File: src/rtl/pipeline_stage_regs_pkg.sv
// Shared constants for the pipeline register bank: NOP encoding,
// forwarding-vector bit positions and default word width.
package pipeline_stage_regs_pkg;

    localparam int WIDTH_DEF = 16;

    localparam logic [15:0] NOP16 = 16'hF000;

    localparam int FWD_BITS = 5;
    localparam int FWD_X    = 4;
    localparam int FWD_MA   = 3;
    localparam int FWD_MM   = 2;
    localparam int FWD_WA   = 1;
    localparam int FWD_WM   = 0;

    typedef logic [FWD_BITS-1:0] fwd_vec_t;

endpackage

File: src/rtl/pipeline_stage_regs_fwd_mux.sv
// Five-way priority operand select (youngest result wins) with
// register-file fallback when no forwarding bit is set.
module pipeline_stage_regs_fwd_mux
    import pipeline_stage_regs_pkg::*;
#(
    parameter int WIDTH = WIDTH_DEF
) (
    input  fwd_vec_t         sel_i,
    input  logic [WIDTH-1:0] alu_x_i,
    input  logic [WIDTH-1:0] alu_m_i,
    input  logic [WIDTH-1:0] mem_m_i,
    input  logic [WIDTH-1:0] alu_w_i,
    input  logic [WIDTH-1:0] mem_w_i,
    input  logic [WIDTH-1:0] rf_i,
    output logic [WIDTH-1:0] op_o
);

    always_comb begin
        op_o = rf_i;
        if (sel_i[FWD_X])       op_o = alu_x_i;
        else if (sel_i[FWD_MA]) op_o = alu_m_i;
        else if (sel_i[FWD_MM]) op_o = mem_m_i;
        else if (sel_i[FWD_WA]) op_o = alu_w_i;
        else if (sel_i[FWD_WM]) op_o = mem_w_i;
    end

endmodule

File: src/rtl/pipeline_stage_regs.sv
// R/X/M/W instruction and result registers with stall enables, bubble
// insertion on load-use stalls and forwarded operand latching into X.
module pipeline_stage_regs
    import pipeline_stage_regs_pkg::*;
#(
    parameter int WIDTH = WIDTH_DEF
) (
    input  logic             clk,
    input  logic             rst,
    input  logic [WIDTH-1:0] inst_f_i,
    input  logic             en_r_i,
    input  logic             en_x_i,
    input  logic             en_m_i,
    input  logic             en_w_i,
    input  fwd_vec_t         forwarding_sr_i,
    input  fwd_vec_t         forwarding_tr_i,
    input  logic [WIDTH-1:0] rf_sr_i,
    input  logic [WIDTH-1:0] rf_tr_i,
    input  logic [WIDTH-1:0] alu_x_i,
    input  logic [WIDTH-1:0] mem_m_i,
    output logic [WIDTH-1:0] inst_r_o,
    output logic [WIDTH-1:0] inst_x_o,
    output logic [WIDTH-1:0] inst_m_o,
    output logic [WIDTH-1:0] inst_w_o,
    output logic [WIDTH-1:0] op_sr_x_o,
    output logic [WIDTH-1:0] op_tr_x_o,
    output logic [WIDTH-1:0] alu_m_o,
    output logic [WIDTH-1:0] alu_w_o,
    output logic [WIDTH-1:0] mem_w_o,
    output logic [15:0]      bubble_count_o
);

    localparam logic [WIDTH-1:0] NOP = WIDTH'(NOP16);

    logic [WIDTH-1:0] inst_r_q, inst_r_d, inst_x_q, inst_x_d;
    logic [WIDTH-1:0] inst_m_q, inst_m_d, inst_w_q, inst_w_d;
    logic [WIDTH-1:0] op_sr_q, op_sr_d, op_tr_q, op_tr_d;
    logic [WIDTH-1:0] alu_m_q, alu_m_d, alu_w_q, alu_w_d, mem_w_q, mem_w_d;
    logic [15:0]      bubble_q, bubble_d;
    logic [WIDTH-1:0] sel_sr, sel_tr;

    pipeline_stage_regs_fwd_mux #(.WIDTH(WIDTH)) u_fwd_sr (
        .sel_i   (forwarding_sr_i),
        .alu_x_i (alu_x_i),
        .alu_m_i (alu_m_q),
        .mem_m_i (mem_m_i),
        .alu_w_i (alu_w_q),
        .mem_w_i (mem_w_q),
        .rf_i    (rf_sr_i),
        .op_o    (sel_sr)
    );

    pipeline_stage_regs_fwd_mux #(.WIDTH(WIDTH)) u_fwd_tr (
        .sel_i   (forwarding_tr_i),
        .alu_x_i (alu_x_i),
        .alu_m_i (alu_m_q),
        .mem_m_i (mem_m_i),
        .alu_w_i (alu_w_q),
        .mem_w_i (mem_w_q),
        .rf_i    (rf_tr_i),
        .op_o    (sel_tr)
    );

    always_comb begin
        inst_r_d = inst_r_q;
        inst_x_d = inst_x_q;
        inst_m_d = inst_m_q;
        inst_w_d = inst_w_q;
        op_sr_d  = op_sr_q;
        op_tr_d  = op_tr_q;
        alu_m_d  = alu_m_q;
        alu_w_d  = alu_w_q;
        mem_w_d  = mem_w_q;
        bubble_d = bubble_q;

        if (en_r_i) inst_r_d = inst_f_i;

        // X advancing while R is stalled means R's instruction is not ready: bubble.
        if (en_x_i) begin
            if (en_r_i) begin
                inst_x_d = inst_r_q;
                op_sr_d  = sel_sr;
                op_tr_d  = sel_tr;
            end else begin
                inst_x_d = NOP;
                op_sr_d  = '0;
                op_tr_d  = '0;
                if (bubble_q != 16'hFFFF) bubble_d = bubble_q + 16'd1;
            end
        end

        if (en_m_i) begin
            inst_m_d = inst_x_q;
            alu_m_d  = alu_x_i;
        end

        if (en_w_i) begin
            inst_w_d = inst_m_q;
            alu_w_d  = alu_m_q;
            mem_w_d  = mem_m_i;
        end
    end

    always_ff @(posedge clk or posedge rst) begin
        if (rst) begin
            inst_r_q <= NOP;
            inst_x_q <= NOP;
            inst_m_q <= NOP;
            inst_w_q <= NOP;
            op_sr_q  <= '0;
            op_tr_q  <= '0;
            alu_m_q  <= '0;
            alu_w_q  <= '0;
            mem_w_q  <= '0;
            bubble_q <= '0;
        end else begin
            inst_r_q <= inst_r_d;
            inst_x_q <= inst_x_d;
            inst_m_q <= inst_m_d;
            inst_w_q <= inst_w_d;
            op_sr_q  <= op_sr_d;
            op_tr_q  <= op_tr_d;
            alu_m_q  <= alu_m_d;
            alu_w_q  <= alu_w_d;
            mem_w_q  <= mem_w_d;
            bubble_q <= bubble_d;
        end
    end

    assign inst_r_o       = inst_r_q;
    assign inst_x_o       = inst_x_q;
    assign inst_m_o       = inst_m_q;
    assign inst_w_o       = inst_w_q;
    assign op_sr_x_o      = op_sr_q;
    assign op_tr_x_o      = op_tr_q;
    assign alu_m_o        = alu_m_q;
    assign alu_w_o        = alu_w_q;
    assign mem_w_o        = mem_w_q;
    assign bubble_count_o = bubble_q;

endmodule

File: config.mk
export PLATFORM = sky130hd
export DESIGN_NAME = pipeline_stage_regs
export DESIGN_NICKNAME = d
export VERILOG_FILES = /design/src/rtl/pipeline_stage_regs_pkg.sv /design/src/rtl/pipeline_stage_regs_fwd_mux.sv /design/src/rtl/pipeline_stage_regs.sv
export SDC_FILE = /design/constraint.sdc
export NUM_CORES = 1
export LEC_CHECK = 0
export CAP_MARGIN = 0
export CORE_MARGIN = 8
export CORE_UTILIZATION = 40
export CTS_BUF_LIST = sky130_fd_sc_hd__clkbuf_4 sky130_fd_sc_hd__clkbuf_8
export CTS_CLUSTER_DIAMETER = 80
export DETAILED_ROUTE_END_ITERATION = 10
export PLACE_DENSITY = 0.73
export SLEW_MARGIN = 30
export SYNTH_ARGS = -nofsm -noshare
export SYNTH_HDL_FRONTEND = slang
export SYNTH_SLANG_ARGS = --single-unit
File: constraint.sdc
create_clock -name clk -period 10.21 [get_ports clk]
set_clock_uncertainty 0.2 [all_clocks]
set_input_delay 1.5315 -clock clk [delete_from_list [all_inputs] [get_ports clk]]
set_output_delay 1.5315 -clock clk [all_outputs]
set_load 0.03 [all_outputs]
==> impl_results.md, run 1 <==
* Run status: finished, final reports clean
* WL per Instance at 21.5 µm
* Total GRT Usage at 21.7%
* Unrepaired setup endpoints after global routing: false
* Worst vdd ir at 0.0926 mV
* Placer congestion estimate at 0.890
* Leading cell type in the layout, fill and taps excluded: clkdlybuf4s50_1
* Crit Path Class: primary input to flip-flop
* Via count at 6781
* Worst-path clk slew at 0.08 ns
* Max-cap violations at 0
* Layout Nets at 1066
* Largest net degree at the start of global routing at 82
* CTS max path bufs at 2
* Drt initial violations at 570
* Final setup TNS at 0 ns
* Core Area at 18800 µm²
* Post-route DRC at 0
* Syn-to-layout area delta at 40.6%
* Row Count at 50
* Seq pwr share at 42.6%
* Net Switching at 0.628 mW
* Starting Density at 40.8%
* Vias per cell at 5.57
* Syn_area_per_cell at 10.3 µm²
* Cells after Synth at 743
* Critical Path RT at 10.30 ns
* Global-route wire length before repair at 40400 µm
* Vias in the first global route at 6711
* Crit path DAT at 3.53 ns
* CTS tree: done
* Io pins at 256
* Pre-antenna DRT Iters at 5
* Flops & latches, synth at 160
* Switching part of the total power at 34.1%
* Max Slew Vio Count at 0
* Die Span X at 154 µm
* Die area at 23800 µm²
* Fin crit period at 3.44 ns
* Clock latency at the later pin of the worst-skew pair at 0.45 ns
* Sinks on Clock Net at 160
* Share of cells above drive strength 1 at 14.0%
* TritonCTS buffer count at 17
* Port bufs at 255
* Total routed wirelength at 26200 µm
* Commonest cells after routing, fill and taps aside: clkdlybuf4s50_1, dfrtp_1, a21oi_1
* # setup viols final at 0
* Synth Net Count at 840
* Critical Path Source Type: primary input
* Grt total ovfl at 0
* Period utilization at 33.7%
* Unique cell type count in the Yosys netlist at 40
* Crit. End Element: flip-flop
* Syn. warnings at 0
* Gates resized, CTS repair at 0
* Hold_ws at 0.301 ns
* CP max FO at 17
* Ys async rst share at 100%
* Root buffer cell: clkbuf_8
* Clock group share of total power at 27.3%
* EDFF count, synth at 0
* DRT antenna net count at 0
* Ys flop type: dfrtp_1
* H-tree levels at 4
* Antenna violations before repair at 3
* Internal power at 1.21 mW
* Sequential element share of the synthesized area at 52.6%
* LEAKAGE at 4.47 nW
* HP Class: flip-flop to flip-flop
* Hpwl dp at 18200 µm
* Maximum clock rate at 0.291 GHz
* Post-CTS Hold Fix Bufs at 0
* Setup Buffers After CTS at 0
* Comb pwr share at 30.1%
* Mapped cell area at 7650 µm²
* Hold Vio Cnt, Final at 0
* PD cells at 171 nW/µm²
* Die height at 154 µm
* Relative slew slack at 45.6%
* Worst slew pin tran at 0.817 ns
-- power by group through the flow --
stage	Clock [mW]	Combinational (mW)	Sequential, mW
2_1_floorplan	0	0.158	0.929
3_3_place_gp	0	0.552	0.792
3_5_place_dp	0	0.556	0.794
4_1_cts	0.517	0.559	0.783
5_1_grt	0.541	0.589	0.796
6_report	0.503	0.554	0.783
-- cell usage after synthesis, types with 5 or more instances --
master / count / area (µm²)
dfstp_2: 16 / 420
a221oi_1: 32 / 280
nand3_1: 6 / 30.0
nor2b_1: 32 / 200
nand2_1: 51 / 191
o21ai_0: 47 / 235
mux2_2: 64 / 721
a211o_1: 32 / 280
o32ai_1: 32 / 280
xnor2_1: 7 / 61.3
nand4_1: 5 / 31.3
buf_2: 7 / 35.0
inv_1: 80 / 300
clkbuf_1: 51 / 191
a21oi_1: 103 / 515
dfrtp_1: 144 / 3600
-- final timing paths --
path	endpoint	cells past startpoint	startpoint	slack (ns)
max	op_tr_x_o[10]$_DFFE_PP0P_	4	forwarding_tr_i[3]	6.77
min	inst_x_o[14]$_DFFE_PP1P_	2	inst_x_o[14]$_DFFE_PP1P_	0.30
max reg2reg	bubble_count_o[1]$_DFFE_PP0P_	4	bubble_count_o[5]$_DFFE_PP0P_	8.19
min reg2reg	inst_x_o[14]$_DFFE_PP1P_	2	inst_x_o[14]$_DFFE_PP1P_	0.30
max in group asynchronous	inst_w_o[9]$_DFFE_PP0P_	3	rst	7.20
min in group asynchronous	mem_w_o[10]$_DFFE_PP0P_	2	rst	1.40
-- metal layers --
layer | track usage [%] | part of all wire, % | up-vias
met5 | 0 | 0.050 | -
met2 | 32.7 | 45 | 342
met1 | 29.1 | 44 | 3307
li1 | - | - | 3108
met3 | 8.05 | 9.9 | 22
met4 | 4.62 | 0.89 | 2
-- cell families after synthesis --
logic type,Yosys count,share of synthesized area [%]
DFF,160,52.6
and+or+nand+nor,114,7.67
AOI/OAI and AO/OA,255,21.9
adders and majority gates,1,0.164
buffers and inverters,139,6.93
muxes,67,9.90
xor gates and xnor gates,7,0.801
-- layout make-up --
class	count	area (µm²)
flip-flops and latches	160	4020
well taps	234	293
multi-input cells	444	3100
repair buffers	266	2620
diodes	2	5.00
fillers	1662	8010
clock inverters	9	135
clock buffers	23	285
inverters	80	305
-- worst max-delay path, cell delays in order --
cell and delay, ns:
clkdlybuf4s50_1 0.79, or2_2 0.64, a221oi_1 0.42, o32ai_1 0.13
-- stage by stage --
stage | cells | setup slack (ns) | cell area (µm²) | total power, mW | utilization, %
3_5_place_dp | 1184 | 6.36 | 10300 | 1.35 | 55.0
6_report | 1218 | 6.77 | 10800 | 1.84 | 57.3
3_3_place_gp | 1184 | 6.31 | 10300 | 1.34 | 55.1
5_1_grt | 1218 | 6.70 | 10800 | 1.93 | 57.3
4_1_cts | 1216 | 6.74 | 10800 | 1.86 | 57.3
2_1_floorplan | 743 | 4.19 | 7650 | 1.09 | -
No activity file was read; power rests on OpenSTA's default activity.
==> run 2: changes to the inputs <==
--- a/config.mk
+++ b/config.mk
@@ -11,7 +11,7 @@
 export CTS_BUF_LIST = sky130_fd_sc_hd__clkbuf_4 sky130_fd_sc_hd__clkbuf_8
 export CTS_CLUSTER_DIAMETER = 80
 export DETAILED_ROUTE_END_ITERATION = 10
-export PLACE_DENSITY = 0.73
+export PLACE_DENSITY = 0.76
 export SLEW_MARGIN = 30
 export SYNTH_ARGS = -nofsm -noshare
 export SYNTH_HDL_FRONTEND = slang
==> constraint.sdc (replaced) <==
create_clock -name clk -period 2.9 [get_ports clk]
set_clock_uncertainty 0.2 [all_clocks]
set_input_delay 0.435 -clock clk [delete_from_list [all_inputs] [get_ports clk]]
set_output_delay 0.435 -clock clk [all_outputs]
set_load 0.03 [all_outputs]
==> impl_results.md, run 2 (synthesis gave the netlist of run 1 again) <==
* Run status: finished, final reports clean
* CP max FO at 3 (-14)
* Core Area at 18800 µm² (unchanged)
* Hpwl dp at 19200 µm (+5.3%)
* Placer congestion estimate at 0.879 (-1.2%)
* Via count at 7003 (+3.3%)
* Critical path's slowest cell: clkdlybuf4s50_1
* Pre-CTS WS at 0.446 ns (-5.91 ns)
* Starting Density at 40.8% (unchanged)
* Die height at 154 µm (unchanged)
* Crit. End Element: output port
* Commonest cells after routing, fill and taps aside: clkdlybuf4s50_1, dfrtp_1, a21oi_1
* Sinks on Clock Net at 160 (unchanged)
* Post-Place Cell Area at 10500 µm² (+2.0%)
* Leading cell type in the layout, fill and taps excluded: clkdlybuf4s50_1
* LEAKAGE at 4.55 nW (+1.9%)
* Final core occ at 58.3% (+1.0 points)
* Clock latency at the later pin of the worst-skew pair at 0.46 ns (about the same)
* Vias in the first global route at 6826 (+1.7%)
* Crit path DAT at 1.70 ns (-1.83 ns)
* Fin cells at 1232 (+1.1%)
* Post-route DRC at 0 (unchanged)
* Relative slew slack at 52.6% (+7.1 points)
* Global-route wire length before repair at 41000 µm (+1.4%)
* TritonCTS buffer count at 17 (unchanged)
* R2R cell count at 4 (unchanged)
* Drt initial violations at 508 (-11%)
* CP Buf/Inv Count at 1 (unchanged)
* Vias per cell at 5.68 (+2.1%)
* PD cells at 590 nW/µm² (+240%)
* Max Slew Vio Count at 0 (unchanged)
* Hold_ws at 0.124 ns (-0.177 ns)
* Setup Buffers After CTS at 0 (unchanged)
* Top delay family on crit path: buffers and inverters
* Largest stage delay, worst path at 0.70 ns (-0.09 ns)
* Hold Vio Cnt, Final at 0 (unchanged)
* HP Class: primary input to asynchronous set/reset pin
* Critical Path RT at 2.27 ns (-8.03 ns)
* Max-cap violations at 0 (unchanged)
* Fin crit period at 2.34 ns
* Post-Place Cells at 1198 (+1.2%)
* Io pins at 256 (unchanged)
* Critical Path Source Type: flip-flop
* Setup WS post-layout at 0.561 ns (-6.21 ns)
* Pre-antenna DRT Iters at 7 (+2)
* Gates resized, CTS repair at 0 (unchanged)
* Total routed wirelength at 26600 µm (+1.8%)
* Port bufs at 255 (unchanged)
* CTS max path bufs at 2 (unchanged)
* Final setup TNS at 0 ns (unchanged)
* Grt total ovfl at 0 (unchanged)
* H-tree levels at 4 (unchanged)
* DRT antenna net count at 0 (unchanged)
* Final Cell Area at 10900 µm² (+1.8%)
* WL per Instance at 21.6 µm (+0.65%)
* Share of cells above drive strength 1 at 15.0% (+1.0 points)
* Maximum clock rate at 0.427 GHz
* Layout Nets at 1080 (+1.3%)
* Die Span X at 154 µm (unchanged)
* # setup viols final at 0 (unchanged)
* Period utilization at 80.7%
* Post-CTS Hold Fix Bufs at 0 (unchanged)
* Root buffer cell: clkbuf_8
* Total Power at 6.46 mW (+250%)
* Row Count at 50 (unchanged)
* Crit Path Class: flip-flop to output port
* Worst slew pin tran at 0.711 ns (-0.106 ns)
* CTS tree: done
* CP Depth at 1 (-3)
* Unrepaired setup endpoints after global routing: false
* CP cell instances: clkdlybuf4s50_1
* Largest net degree at the start of global routing at 65 (-21%)
* Total GRT Usage at 22.0% (+0.29 points)
* Worst-path clk slew at 0.09 ns (about the same)
* Worst vdd ir at 0.370 mV (+300%)
* Antenna violations before repair at 1 (-2)
* Syn-to-layout area delta at 43.1%
* Die area at 23800 µm² (unchanged)
## run 2: final timing paths
kind	from	endpoint	slack, ns
setup / recovery	inst_r_o[15]$_DFFE_PP1P_	inst_r_o[15]	0.56
hold / removal	rst	inst_m_o[5]$_DFFE_PP0P_	0.12
setup reg to reg	bubble_count_o[5]$_DFFE_PP0P_	bubble_count_o[1]$_DFFE_PP0P_	0.84
hold reg to reg	inst_r_o[14]$_DFFE_PP1P_	inst_x_o[14]$_DFFE_PP1P_	0.31
max in group asynchronous	rst	inst_m_o[13]$_DFFE_PP1P_	1.66
min in group clk	inst_f_i[14]	inst_r_o[14]$_DFFE_PP1P_	0.31
## run 2: routing by layer
layer	routed length, µm	global-route usage (%)	part of all wire (%)	vias to the layer above
li1	-	-	-	3140
met1	11900	30.4	45	3414
met2	11600	32.2	44	423
met3	2740	7.19	10	26
met4	438	6.25	1.6	0
met5	0	0	0	-
## run 2: power by group
group | internal, mW | switching [mW] | leakage (nW)
clock | 0.801 | 0.892 | 0.197
sequential | 2.51 | 0.251 | 1.99
combinational | 0.861 | 1.14 | 2.36
## run 2: final cells by class
class,count,area (µm²)
diodes,2,5.00
multi-input cells,444,3100
repair buffers,280,2830
inverters,80,304
well taps,234,293
fillers,1599,7820
flip-flops and latches,160,4020
clock inverters,14,154
clock buffers,18,248
==> run 3: changes to the inputs <==
--- a/config.mk
+++ b/config.mk
@@ -11,7 +11,7 @@
 export CTS_BUF_LIST = sky130_fd_sc_hd__clkbuf_4 sky130_fd_sc_hd__clkbuf_8
 export CTS_CLUSTER_DIAMETER = 80
 export DETAILED_ROUTE_END_ITERATION = 10
-export PLACE_DENSITY = 0.76
+export PLACE_DENSITY = 0.73
 export SLEW_MARGIN = 30
 export SYNTH_ARGS = -nofsm -noshare
 export SYNTH_HDL_FRONTEND = slang
==> constraint.sdc (replaced) <==
create_clock -name clk -period 2.3 [get_ports clk]
set_clock_uncertainty 0.2 [all_clocks]
set_input_delay 0.345 -clock clk [delete_from_list [all_inputs] [get_ports clk]]
set_output_delay 0.345 -clock clk [all_outputs]
set_load 0.03 [all_outputs]
==> impl_results.md, run 3 (synthesis gave the netlist of run 1 again) <==
* Hold Vio Cnt, Final at 0 (unchanged)
* Core Area at 18800 µm² (unchanged)
* Top delay family on crit path: buffers and inverters
* # setup viols final at 0 (unchanged)
* RR Endpoint: bubble_count_o[1]$_DFFE_PP0P_
* Crit Path Class: flip-flop to output port
* HP Class: primary input to flip-flop
* Unrepaired setup endpoints after global routing: false
* Worst vdd ir at 0.521 mV (+41%)
* Grt total ovfl at 0 (unchanged)
* Layout Nets at 1082 (+0.19%)
* TritonCTS buffer count at 17 (unchanged)
* Final core occ at 59.0% (+0.69 points)
* CP cell instances: clkdlybuf4s50_1
* Row Count at 50 (unchanged)
* Global-route wire length before repair at 41200 µm (+0.49%)
* Leading cell type in the layout, fill and taps excluded: clkdlybuf4s50_1
* Relative slew slack at 55.4% (+2.8 points)
* Largest stage delay, worst path at 0.68 ns (-0.02 ns)
* CP Buf/Inv Count at 1 (unchanged)
* Die area at 23800 µm² (unchanged)
* Total Power at 8.44 mW (+31%)
* Run status: finished, final reports clean
* Clock latency at the later pin of the worst-skew pair at 0.45 ns (about the same)
* CP max FO at 3 (unchanged)
* CTS tree: done
* Total routed wirelength at 26800 µm (+0.77%)
* Crit path DAT at 1.68 ns (-0.02 ns)
* Post-CTS Hold Fix Bufs at 0 (unchanged)
* Worst slew pin tran at 0.669 ns (-0.0415 ns)
* Final setup TNS at 0 ns (unchanged)
* Antenna violations before repair at 1 (unchanged)
* CTS max path bufs at 2 (unchanged)
* CP Depth at 1 (unchanged)
* Critical path destination: inst_r_o[13]
* Sinks on Clock Net at 160 (unchanged)
* Critical Path RT at 1.75 ns (-0.52 ns)
* Max Slew Vio Count at 0 (unchanged)
* Drt initial violations at 500 (-1.6%)
* Period utilization at 96.8%
* Maximum clock rate at 0.449 GHz
* R2r startpoint: bubble_count_o[5]$_DFFE_PP0P_
* Commonest cells after routing, fill and taps aside: clkdlybuf4s50_1, dfrtp_1, a21oi_1
* Hold_ws at 0.167 ns (+0.0433 ns)
* Die height at 154 µm (unchanged)
* Total GRT Usage at 22.1% (+0.15 points)
* R2R cell count at 4 (unchanged)
* Hpwl dp at 18900 µm (-1.7%)
* Die Span X at 154 µm (unchanged)
* Via count at 6951 (-0.74%)
* LEAKAGE at 4.64 nW (+2.0%)
* Share of cells above drive strength 1 at 15.1% (+0.17 points)
* Io pins at 256 (unchanged)
* Post-route DRC at 0 (unchanged)
* Worst-path clk slew at 0.08 ns (about the same)
* Largest net degree at the start of global routing at 85 (+31%)
* Starting Density at 40.8% (unchanged)
* Placer congestion estimate at 0.890 (+1.3%)
* Critical Path Source Type: flip-flop
* Max-cap violations at 0 (unchanged)
* Pre-CTS WS at -0.0257 ns (-0.471 ns)
* Vias per cell at 5.64 (-0.82%)
* Fin crit period at 2.23 ns
* DRT antenna net count at 0 (unchanged)
* WL per Instance at 21.8 µm (+0.69%)
* Syn-to-layout area delta at 44.8%
* Internal reg-to-reg setup slack at 0.25 ns (-0.59 ns)
* Port bufs at 255 (unchanged)
* Critical path's slowest cell: clkdlybuf4s50_1
* Pre-antenna DRT Iters at 5 (-2)
* H-tree levels at 4 (unchanged)
* PD cells at 762 nW/µm² (+29%)
* Crit. End Element: output port
* Setup WS post-layout at 0.0736 ns (-0.487 ns)
* CP startpoint: inst_r_o[13]$_DFFE_PP1P_
* Root buffer cell: clkbuf_8
* Vias in the first global route at 6868 (+0.62%)
## run 3: power by group
group	internal, mW	switching, mW	total [mW]	leakage [nW]
Combinational	1.09	1.43	2.52	2.41
Clock	1.40	1.04	2.44	0.238
Sequential	3.17	0.309	3.48	1.99
Total	5.66	2.78	8.44	4.64
## run 3: how the worst min path moves through the flow
| stage | from | end | slack, ns | cells past startpoint |
|---|---|---|---|---|
| after global routing | en_x_i | inst_x_o[14]$_DFFE_PP1P_ | 0.15 | 4 |
| after CTS | en_x_i | inst_x_o[14]$_DFFE_PP1P_ | 0.15 | 4 |
| after floorplan | alu_x_i[0] | alu_m_o[0]$_DFFE_PP0P_ | 0.26 | 2 |
| after global placement | inst_r_o[5]$_DFFE_PP0P_ | inst_x_o[5]$_DFFE_PP0P_ | 0.28 | 2 |
| after detailed placement | inst_x_o[14]$_DFFE_PP1P_ | inst_x_o[14]$_DFFE_PP1P_ | 0.28 | 2 |
| final | en_x_i | inst_x_o[14]$_DFFE_PP1P_ | 0.17 | 4 |
## run 3: what timing repair did
action                                  CTS  global route
setup buffers                             0             0
gates resized for setup                   1             4
pin swaps                                 0             0
endpoints found under the setup margin    1             4
## run 3: area by class of cell
type	instances	area [µm²]
antenna	1	2.50
clock inverter	9	180
sequential	160	4020
multi-input combinational	444	3100
tap	234	293
clock buffer	23	292
fill	1561	7690
inverter	80	304
timing repair buffer	282	2890
## run 3: per-layer routing
metal | vias up | share of wire, % | track usage, %
li1 | 3144 | - | -
met1 | 3364 | 43 | 29.6
met2 | 410 | 43 | 32.3
met3 | 33 | 12 | 8.75
met4 | 0 | 1.9 | 6.53
met5 | - | 0 | 0
## run 3: metrics by stage
step | instance area (µm²) | cells
3_5_place_dp | 10600 | 1200
3_3_place_gp | 10600 | 1200
2_1_floorplan | 7650 | 743
5_1_grt | 11100 | 1233
4_1_cts | 11100 | 1232
6_report | 11100 | 1233
